### config.mk
export PLATFORM = sky130hd
export DESIGN_NAME = decode_stage_flat
export DESIGN_NICKNAME = d
export VERILOG_FILES = /design/src/rtl/decode_stage_pkg.sv /design/src/rtl/decode_stage_if.sv /design/src/rtl/decode_stage_reg_file.sv /design/src/rtl/decode_stage.sv /design/src/flat_wrapper.sv
export SDC_FILE = /design/constraint.sdc
export NUM_CORES = 2
export LEC_CHECK = 0
export CAP_MARGIN = 15
export CELL_PAD_IN_SITES_DETAIL_PLACEMENT = 1
export CELL_PAD_IN_SITES_GLOBAL_PLACEMENT = 2
export CORE_MARGIN = 2
export CORE_UTILIZATION = 45
export DETAILED_ROUTE_END_ITERATION = 7
export PLACE_DENSITY = 0.87
export RECOVER_POWER = 25
export SLEW_MARGIN = 10
export SYNTH_ARGS = -nofsm -noshare
export SYNTH_HDL_FRONTEND = slang
export SYNTH_HIERARCHICAL = 1
export SYNTH_SLANG_ARGS = --single-unit
### constraint.sdc
create_clock -name clk -period 104.6 [get_ports clk]
set_clock_uncertainty 0.15 [all_clocks]
set_input_delay 31.38 -clock clk [delete_from_list [all_inputs] [get_ports clk]]
set_output_delay 31.38 -clock clk [all_outputs]
set_load 0.05 [all_outputs]
### src/rtl/decode_stage_pkg.sv
// Shared definitions for the instruction-decode stage.
// Holds the IR field bit positions and the immediate-extension mode encodings
// used by decode_stage, its register file and anything that builds
// instruction words for it.
package decode_stage_pkg;

  // IR field map
  localparam int OPC_HI = 31;
  localparam int OPC_LO = 26;
  localparam int RS_HI  = 25;
  localparam int RS_LO  = 21;
  localparam int RD_HI  = 20;
  localparam int RD_LO  = 16;
  localparam int RT_HI  = 15;
  localparam int RT_LO  = 11;
  localparam int IMM_HI = 15;
  localparam int IMM_LO = 0;

  // Immediate extension modes
  localparam logic [1:0] IMM_SEXT = 2'b00;  // sign-extend imm16
  localparam logic [1:0] IMM_ZEXT = 2'b01;  // zero-extend imm16
  localparam logic [1:0] IMM_LUI  = 2'b10;  // imm16 in the upper half
  localparam logic [1:0] IMM_BR   = 2'b11;  // sign-extended word offset (x4)

endpackage

### src/rtl/decode_stage_if.sv
// Bus between the fetch/write-back side and the decode stage.
//
// Signal semantics: there is no valid/ready handshake on this bus. Every
// input is sampled on each rising clock edge; ir_we and rf_we are single-edge
// strobes that act on the edge where they are high, and the outputs
// (ir_out, rf_a, rf_b, immed) are registers that are valid at all times
// after reset.
//
// Ports:
//   instr     fetch -> decode   instruction word
//   ir_we     fetch -> decode   load IR from instr this edge
//   rt_sel    fetch -> decode   rf_b address select (0 = rt, 1 = rd)
//   imm_mode  fetch -> decode   immediate extension mode
//   rf_we     wb    -> decode   register-file write enable
//   rf_waddr  wb    -> decode   register-file write address
//   rf_wdata  wb    -> decode   register-file write data
//   ir_out    decode -> *       current IR
//   rf_a      decode -> exec    registered rs operand
//   rf_b      decode -> exec    registered rt/rd operand
//   immed     decode -> fetch   registered extended immediate
interface decode_stage_if #(
  parameter int DATA_W = 32,
  parameter int REG_AW = 5
);
  logic [31:0]       instr;
  logic              ir_we;
  logic              rt_sel;
  logic [1:0]        imm_mode;
  logic              rf_we;
  logic [REG_AW-1:0] rf_waddr;
  logic [DATA_W-1:0] rf_wdata;
  logic [31:0]       ir_out;
  logic [DATA_W-1:0] rf_a;
  logic [DATA_W-1:0] rf_b;
  logic [DATA_W-1:0] immed;

  // Upstream side (fetch stage / write-back / testbench)
  modport master (
    output instr, ir_we, rt_sel, imm_mode, rf_we, rf_waddr, rf_wdata,
    input  ir_out, rf_a, rf_b, immed
  );

  // Decode stage side
  modport slave (
    input  instr, ir_we, rt_sel, imm_mode, rf_we, rf_waddr, rf_wdata,
    output ir_out, rf_a, rf_b, immed
  );
endinterface

### src/rtl/decode_stage_reg_file.sv
// Register file for the decode stage: 2**REG_AW x DATA_W, two combinational
// read ports, one synchronous write port.
// r0 has no storage and always reads zero; writes to it are dropped.
// Each read port forwards the write data when the same non-zero register is
// being written on this edge, so a registered read downstream captures the
// new value instead of the stale one.
//
// Ports:
//   clk, reset        clock, asynchronous active-high clear of all registers
//   we, waddr, wdata  write port
//   raddr_a, rdata_a  read port A
//   raddr_b, rdata_b  read port B
module decode_stage_reg_file #(
  parameter int DATA_W = 32,
  parameter int REG_AW = 5
) (
  input  logic              clk,
  input  logic              reset,
  input  logic              we,
  input  logic [REG_AW-1:0] waddr,
  input  logic [DATA_W-1:0] wdata,
  input  logic [REG_AW-1:0] raddr_a,
  input  logic [REG_AW-1:0] raddr_b,
  output logic [DATA_W-1:0] rdata_a,
  output logic [DATA_W-1:0] rdata_b
);

  localparam int NREGS = 2 ** REG_AW;

  logic [DATA_W-1:0] mem [1:NREGS-1];
  logic              wr_live;

  assign wr_live = we && (waddr != '0);

  always_ff @(posedge clk or posedge reset) begin
    if (reset) begin
      for (int i = 1; i < NREGS; i++) begin
        mem[i] <= '0;
      end
    end else if (wr_live) begin
      mem[waddr] <= wdata;
    end
  end

  always_comb begin
    rdata_a = '0;
    if (raddr_a != '0) begin
      rdata_a = (wr_live && (waddr == raddr_a)) ? wdata : mem[raddr_a];
    end
  end

  always_comb begin
    rdata_b = '0;
    if (raddr_b != '0) begin
      rdata_b = (wr_live && (waddr == raddr_b)) ? wdata : mem[raddr_b];
    end
  end

endmodule

### src/rtl/decode_stage.sv
// Instruction-decode stage.
// Holds the instruction register, the register file and the immediate
// extender. Operands and the extended immediate are registered every edge
// from the current IR, so an instruction loaded at edge N has its operands
// and immediate on the outputs after edge N+1.
//
// Ports:
//   clk    clock, all state updates on the rising edge
//   reset  asynchronous active-high clear of IR, register file and outputs
//   bus    decode_stage_if.slave (instr/strobes/write-back in, IR and
//          operands out)
module decode_stage
  import decode_stage_pkg::*;
#(
  parameter int DATA_W = 32,
  parameter int REG_AW = 5
) (
  input  logic          clk,
  input  logic          reset,
  decode_stage_if.slave bus
);

  logic [31:0]       ir_q;
  logic [DATA_W-1:0] rf_a_q;
  logic [DATA_W-1:0] rf_b_q;
  logic [DATA_W-1:0] immed_q;

  logic [REG_AW-1:0] raddr_a;
  logic [REG_AW-1:0] raddr_b;
  logic [DATA_W-1:0] rdata_a;
  logic [DATA_W-1:0] rdata_b;
  logic [15:0]       imm16;
  logic [DATA_W-1:0] imm_sext;
  logic [DATA_W-1:0] imm_zext;
  logic [DATA_W-1:0] imm_next;

  // Reads always use the IR as it stands before this edge, even when ir_we
  // loads a new instruction on the same edge.
  assign raddr_a = ir_q[RS_HI:RS_LO];
  assign raddr_b = bus.rt_sel ? ir_q[RD_HI:RD_LO] : ir_q[RT_HI:RT_LO];

  decode_stage_reg_file #(
    .DATA_W (DATA_W),
    .REG_AW (REG_AW)
  ) u_reg_file (
    .clk     (clk),
    .reset   (reset),
    .we      (bus.rf_we),
    .waddr   (bus.rf_waddr),
    .wdata   (bus.rf_wdata),
    .raddr_a (raddr_a),
    .raddr_b (raddr_b),
    .rdata_a (rdata_a),
    .rdata_b (rdata_b)
  );

  assign imm16    = ir_q[IMM_HI:IMM_LO];
  assign imm_sext = {{(DATA_W-16){imm16[15]}}, imm16};
  assign imm_zext = {{(DATA_W-16){1'b0}}, imm16};

  // Shifts are done at DATA_W, so bits pushed past the MSB are discarded.
  always_comb begin
    imm_next = imm_sext;
    case (bus.imm_mode)
      IMM_SEXT: imm_next = imm_sext;
      IMM_ZEXT: imm_next = imm_zext;
      IMM_LUI:  imm_next = imm_zext << 16;
      IMM_BR:   imm_next = imm_sext << 2;
      default:  imm_next = imm_sext;
    endcase
  end

  always_ff @(posedge clk or posedge reset) begin
    if (reset) begin
      ir_q    <= '0;
      rf_a_q  <= '0;
      rf_b_q  <= '0;
      immed_q <= '0;
    end else begin
      if (bus.ir_we) begin
        ir_q <= bus.instr;
      end
      rf_a_q  <= rdata_a;
      rf_b_q  <= rdata_b;
      immed_q <= imm_next;
    end
  end

  assign bus.ir_out = ir_q;
  assign bus.rf_a   = rf_a_q;
  assign bus.rf_b   = rf_b_q;
  assign bus.immed  = immed_q;

endmodule
### src/flat_wrapper.sv
// flat-port wrapper written by rule: the top's interface ports become plain ports
module decode_stage_flat import decode_stage_pkg::*;
#(
  parameter int DATA_W = 32,
  parameter int REG_AW = 5
)
  (clk, reset, bus_instr, bus_ir_we, bus_rt_sel, bus_imm_mode, bus_rf_we, bus_rf_waddr, bus_rf_wdata, bus_ir_out, bus_rf_a, bus_rf_b, bus_immed);
  decode_stage_if #(.DATA_W(DATA_W), .REG_AW(REG_AW)) bus_i ();
  input  logic clk;
  input  logic reset;
  input wire logic [$bits(bus_i.instr)-1:0] bus_instr;
  input wire logic [$bits(bus_i.ir_we)-1:0] bus_ir_we;
  input wire logic [$bits(bus_i.rt_sel)-1:0] bus_rt_sel;
  input wire logic [$bits(bus_i.imm_mode)-1:0] bus_imm_mode;
  input wire logic [$bits(bus_i.rf_we)-1:0] bus_rf_we;
  input wire logic [$bits(bus_i.rf_waddr)-1:0] bus_rf_waddr;
  input wire logic [$bits(bus_i.rf_wdata)-1:0] bus_rf_wdata;
  output wire logic [$bits(bus_i.ir_out)-1:0] bus_ir_out;
  output wire logic [$bits(bus_i.rf_a)-1:0] bus_rf_a;
  output wire logic [$bits(bus_i.rf_b)-1:0] bus_rf_b;
  output wire logic [$bits(bus_i.immed)-1:0] bus_immed;
  assign bus_i.instr = bus_instr;
  assign bus_i.ir_we = bus_ir_we;
  assign bus_i.rt_sel = bus_rt_sel;
  assign bus_i.imm_mode = bus_imm_mode;
  assign bus_i.rf_we = bus_rf_we;
  assign bus_i.rf_waddr = bus_rf_waddr;
  assign bus_i.rf_wdata = bus_rf_wdata;
  assign bus_ir_out = bus_i.ir_out;
  assign bus_rf_a = bus_i.rf_a;
  assign bus_rf_b = bus_i.rf_b;
  assign bus_immed = bus_i.immed;
  decode_stage #(.DATA_W(DATA_W), .REG_AW(REG_AW)) u_core (.clk(clk), .reset(reset), .bus(bus_i));
endmodule
Word level (Yosys, flattened, before mapping)
Cells that the tools add are included.
{"block": "totals", "regBits": 1120, "in_bits": 76, "output_inout_bits": 128, "wordCells": 70}
{"block": "classes", "n_lt_le_gt_ge": 4, "eq_ne": 5, "mux": 15, "n_bitwise": 3, "reduce_logical": 8}
{"op": "bitwise mux 992 bit", "n": 1}
{"op": "binary-select mux 32 bit (select 5 bit)", "n": 2}
{"op": "two-way mux 32 bit", "n": 9}
{"op": "demux 32 bit (select 5 bit)", "n": 1}
{"op": "case mux 32 bit (4 select lines)", "n": 1}
{"op": ">= comparator 6 bit (second input constant)", "n": 3}
{"op": "NOT 5 -> 6 bit", "n": 3}
{"op": "nonzero test 5 bit", "n": 3}
{"op": "equality test 5 bit", "n": 2}
{"op": "less-than comparator 6 x 1 -> 1 bit (second input constant)", "n": 1}
{"op": "two-way mux 5 bit", "n": 1}
{"op": "equality test 2 bit (second input constant)", "n": 2}
{"op": "logical AND 1 bit", "n": 4}
{"op": "equality test 2 x 1 -> 1 bit (second input constant)", "n": 1}
{"op": "zero test 2 bit", "n": 1}

Logic depth before layout (Yosys ltp)
{"block": "logic_depth", "word_depth": 7, "ltp_mapped": 10, "ltp_nobuf": 6}

By module
Netlist, hierarchy kept.
{"module": "decode_stage_reg_file", "instances": 1, "cells_each": 3644, "area_per_inst_um2": 53347.4, "seq_area_each_um2": 24823.8}
{"module": "decode_stage", "instances": 1, "cells_each": 229, "area_per_inst_um2": 4174.0, "seq_area_each_um2": 3203.1}

Worst setup path after synthesis
Ideal clock, no wire load.
{"block": "synth_timing", "path_type": "input-to-reg", "from": "input bus_rt_sel", "to": "register u_core.rf_b_q[19], in the netlist u_core/bus.rf_b[19]", "setup_time_ns": 0.122, "arrival_time_ns": 33.200, "required_ns": 104.328, "setup_slack_ns": 71.128, "stages": 9, "n_path_buf": 3, "cell_sequence": "mux2_2 > buf_2 > buf_2 > buf_2 > mux4_2 > mux2i_1 > o22ai_1 > nor3_1 > nor2_1"}
{"block": "synth_between", "elab_chain_cells": 7, "word_cells_on_any_way": 10, "cone_classes": "eq/ne (1); mux (6); bitwise (1); reduce/logical (2)"}
{"item": "start: declaration", "line_no": "flat_wrapper.sv:13", "rtl": "input wire logic [$bits(bus_i.rt_sel)-1:0] bus_rt_sel;"}
{"item": "two-way mux 5 bit (*)", "line_no": "decode_stage.sv:40", "rtl": "assign raddr_b = bus.rt_sel ? ir_q[RD_HI:RD_LO] : ir_q[RT_HI:RT_LO];"}
{"item": "NOT 5 -> 6 bit (not written as such)", "line_no": "decode_stage_reg_file.sv:55", "rtl": "rdata_b = (wr_live && (waddr == raddr_b)) ? wdata : mem[raddr_b];"}
{"item": "binary-select mux 32 bit (select 5 bit)", "line_no": "decode_stage_reg_file.sv:55"}
{"item": "two-way mux 32 bit (not written as such) (2 in a row)", "line_no": "decode_stage_reg_file.sv:55"}
{"item": "two-way mux 32 bit", "line_no": "decode_stage_reg_file.sv:55"}
{"item": "two-way mux 32 bit (*)", "line_no": "decode_stage_reg_file.sv:54", "rtl": "if (raddr_b != '0) begin"}
{"item": "named net u_core.rdata_b[19]", "line_no": "decode_stage.sv:31", "rtl": "logic [DATA_W-1:0] rdata_b;"}
{"item": "end signal: assignment", "line_no": "decode_stage.sv:84", "rtl": "rf_b_q <= rdata_b;"}
{"item": "end: declaration", "line_no": "decode_stage.sv:25", "rtl": "logic [DATA_W-1:0] rf_b_q;"}
The timed path passes the listed nets; every way through them passes the cells marked *. The select of a mux whose other input is x is not followed.
A chain may end at the register's enable or synchronous reset.

==> impl_metrics.yaml <==
run_status:
  status: "finished with violations"
  violations: "capacitance limit, slew limit"
timing:
  fin_setup_tns_ps: 0
  hold_violations: 0
  rsz0062_at_grt: "no"
  fmax_mhz: 23.2
  maxSlewViolCount: 594
  slew_headroom_pct: -500
  period_needed_ps: 43010
  setup_violations: 0
  worst_slew_pin_slew_ps: 9010
  finalCritPeriodShare_pct: 41.1
grt:
  antenna_found_initial: 8
  overflow: 0
  grt_max_degree: 168
  grt_pass1_vias: 40500
  grt_first_pass_wirelength_um: 278000
  gr-usage-all-layers_pct: 28.7
synth:
  ys_dominant_reg_cell: "dfrtp_1"
  synthXorXnorAreaFrac_pct: 0.152
  synth_compound_area_share_pct: 3.18
  async_flop_share_pct: 100
  synthMuxAreaShare_pct: 42.0
  synth-simple-area-share_pct: 2.82
  synth.net_count: 3949
  yosysUniqueCellTypes: 43
  synth_top_family_by_area: "multiplexers"
  ys_ff_latch: 1120
  netlist_instances: 3873
  yosys.area_share.adder_pct: 0
  synth_area_um2: 57500
  ys_seq_area_share_pct: 48.7
  ys_warn_count: 6
  syn-mean-instance-area_um2: 14.9
  synth-edff-count: 0
worst_setup_path:
  cp.required_ps: 105200
  path_cells: "dlygate4sd3_1, clkinvlp_2, clkbuf_1, buf_4, buf_4"
  r2r-end: "u_core/bus.rf_a[19]$_DFF_PP0_"
  crit_path_start: "reset"
  max_stage_delay_ps: 6500
  cp_max_fo: 167
  path_delay_family: "buffers and inverters"
  critPathBufInv: 5
  regToRegSetupSlack_ps: 99820
  critPathArrivalTime_ps: 43610
  rr_startpoint: "u_core/bus.ir_out[21]$_DFFE_PP0P_"
  cp_slowest_cell: "clkbuf_1"
  crit_type: "input pin to async pin"
  ff2ff_path_depth: 8
  end_kind: "async pin"
  path_common_cell: "buf_4"
  cp-start-kind: "input pin"
min_path:
  hold_depth: 1
  hp-start: "u_core/bus.ir_out[27]$_DFFE_PP0P_"
  hold_path.class: "flop to flop"
  min_to: "u_core/bus.ir_out[27]$_DFFE_PP0P_"
clock_network:
  clock_path_buffers: 3
  cts_tree: "yes"
  htreeDepth: 3
  clock_latency_ps: 740
  clkTransAtPathRegs_ps: 60
  clock-sinks: 1120
  cts_hold_buf: 0
  cts_resized: 0
  postCtsSetupBuffers: 0
  cts_buffers: 118
  cts-root-buf: "clkbuf_16"
power_and_ir_drop:
  internal_power_mw: 0.944
  finalPower_mw: 1.36
  ir_drop_mv: 0.0139
  p_per_area_nw_per_um2: 21.1
  pwr-share-clk_pct: 31.5
  p_sw_share_pct: 30.8
  p_comb_share_pct: 25.7
  power_frac_seq_pct: 42.9
  power_leakage_nw: 27.9
  p_sw_mw: 0.419
floorplanning:
  die_w_um: 362
  io_pins: 204
  die_h_um: 362
  num_rows: 131
  dieArea_um2: 131000
  initial_utilization_pct: 45.2
  core-area_um2: 127000
detailed_routing:
  ant_nets: 0
  drc: 0
  wl_per_cell_um: 33.2
  drtPass1Iterations: 5
  drt_iter0_drc: 3303
  vias: 37400
  wl_um: 187000
  vias_per_cell: 6.62
layout:
  syn_to_final_growth_pct: 12.6
  fin_nets: 3963
  fin_util_pct: 50.9
  final_cells: 5648
  drive_gt1_share_pct: 46.5
placement:
  io_buffers: 203
  place_congestion: 0.797
  post-dp-hpwl_um: 105000
  dp.cells: 5422
job:
  maxCapViolations: 7
registers in the layout (all words and copies together) (netlist names):
signal                 cells
u_core/bus.immed          32
u_core/bus.ir_out         32
u_core/bus.rf_a           32
u_core/bus.rf_b           32
u_core/u_reg_file/mem    992
cell type report:
class | count | area [um2]
timing repair buffer | 300 | 2830
multi-input combinational | 2342 | 27800
clock inverter | 44 | 432
clock buffer | 174 | 3510
inverter | 5 | 21.3
sequential | 1120 | 28000
tap | 1662 | 2080
antenna | 1 | 2.50
fill | 12000 | 62400
through the flow:
stage | setup slack (ps) | hold WS (ps) | area (um2)
2_1_floorplan | 45160 | 311 | 57500
3_3_place_gp | 68260 | 324 | 60800
3_5_place_dp | 68220 | 349 | 60800
4_1_cts | 68970 | 364 | 64800
5_1_grt | 59740 | 380 | 64800
6_report | 61590 | 359 | 64800
per-layer routing:
layer | global-route usage (%) | vias to the layer above | part of all wire [%]
li1 | - | 14900 | -
met1 | 38.5 | 20400 | 41
met2 | 45.6 | 1616 | 47
met3 | 6.45 | 448 | 7.9
met4 | 11.1 | 6 | 4.1
met5 | 0 | - | 0.021
Yosys cell counts, types with 4 or more instances:
cell type	instances	area [um2]
o22ai_1	78	488
mux4_2	448	10100
nor2_1	188	706
dfrtp_1	1120	28000
o21ai_0	20	100
o21bai_1	15	113
buf_1	77	289
mux2_2	1069	12000
buf_6	8	90.1
clkbuf_1	192	721
a221oi_1	62	543
mux2i_1	198	1980
xor2_1	6	52.6
nand2b_1	4	25.0
nand3b_1	5	37.5
a21oi_1	27	135
a22o_1	14	123
buf_2	109	546
nand3_1	4	20.0
nor4_1	16	100
xnor2_1	4	35.0
nor2b_1	4	25.0
buf_4	19	143
inv_1	5	18.8
nand2_1	55	206
a2111oi_0	33	289
nor3_1	64	320
kinds of logic (layout without fill, tap and decap cells):
kind of cell,after synthesis,count (layout)
compound gates,254,254
xor+xnor,10,10
buf+inv,411,523
flops,1120,1120
mux,1718,1718
other cells,0,1
simple gates,360,360
power groups by stage:
stage	Sequential, mW	Combinational (mW)	Clock (mW)
2_1_floorplan	0.596	0.232	0
3_3_place_gp	0.581	0.338	0
3_5_place_dp	0.589	0.347	0
4_1_cts	0.583	0.350	0.437
5_1_grt	0.595	0.369	0.453
6_report	0.585	0.350	0.429
worst max-delay path by stage:
stage | endpoint | slack [ps] | cells after the start
final | u_core/u_reg_file/mem[23]$_DFFE_PP0P_ | 61590 | 5
after global routing | u_core/u_reg_file/mem[23]$_DFFE_PP0P_ | 59740 | 5
after CTS | u_core/bus.rf_b[15]$_DFF_PP0_ | 68970 | 9
after detailed placement | u_core/bus.rf_b[15]$_DFF_PP0_ | 68220 | 9
after global placement | u_core/bus.rf_b[15]$_DFF_PP0_ | 68260 | 9
after floorplan | u_core/u_reg_file/mem[0]$_DFFE_PP0P_ | 45160 | 1
cell usage in the layout, fill, tap and decap left out, types with 4 or more instances in the layout:
cell / Yosys / final
dfrtp_1: 1120 / 1115
mux2_2: 1069 / 1066
mux4_2: 448 / 448
mux2i_1: 198 / 198
clkdlybuf4s50_1: 0 / 187
nor2_1: 188 / 179
clkbuf_16: 0 / 121
buf_4: 19 / 80
o22ai_1: 78 / 78
nor3_1: 64 / 65
a221oi_1: 62 / 62
nand2_1: 55 / 42
a2111oi_0: 33 / 33
clkbuf_1: 192 / 30
clkbuf_8: 0 / 28
a21oi_1: 27 / 27
clkinv_2: 0 / 23
o21ai_0: 20 / 20
nor4_1: 16 / 16
o21bai_1: 15 / 15
a22o_1: 14 / 14
nand2_2: 0 / 13
buf_2: 109 / 9
nor2_4: 0 / 9
clkinvlp_4: 0 / 8
bufinv_16: 0 / 6
dlygate4sd3_1: 0 / 6
xor2_1: 6 / 6
buf_8: 0 / 6
buf_12: 0 / 6
nand3b_1: 5 / 5
nand3_1: 4 / 4
xnor2_1: 4 / 4
No activity file was read; power rests on OpenSTA's default activity.
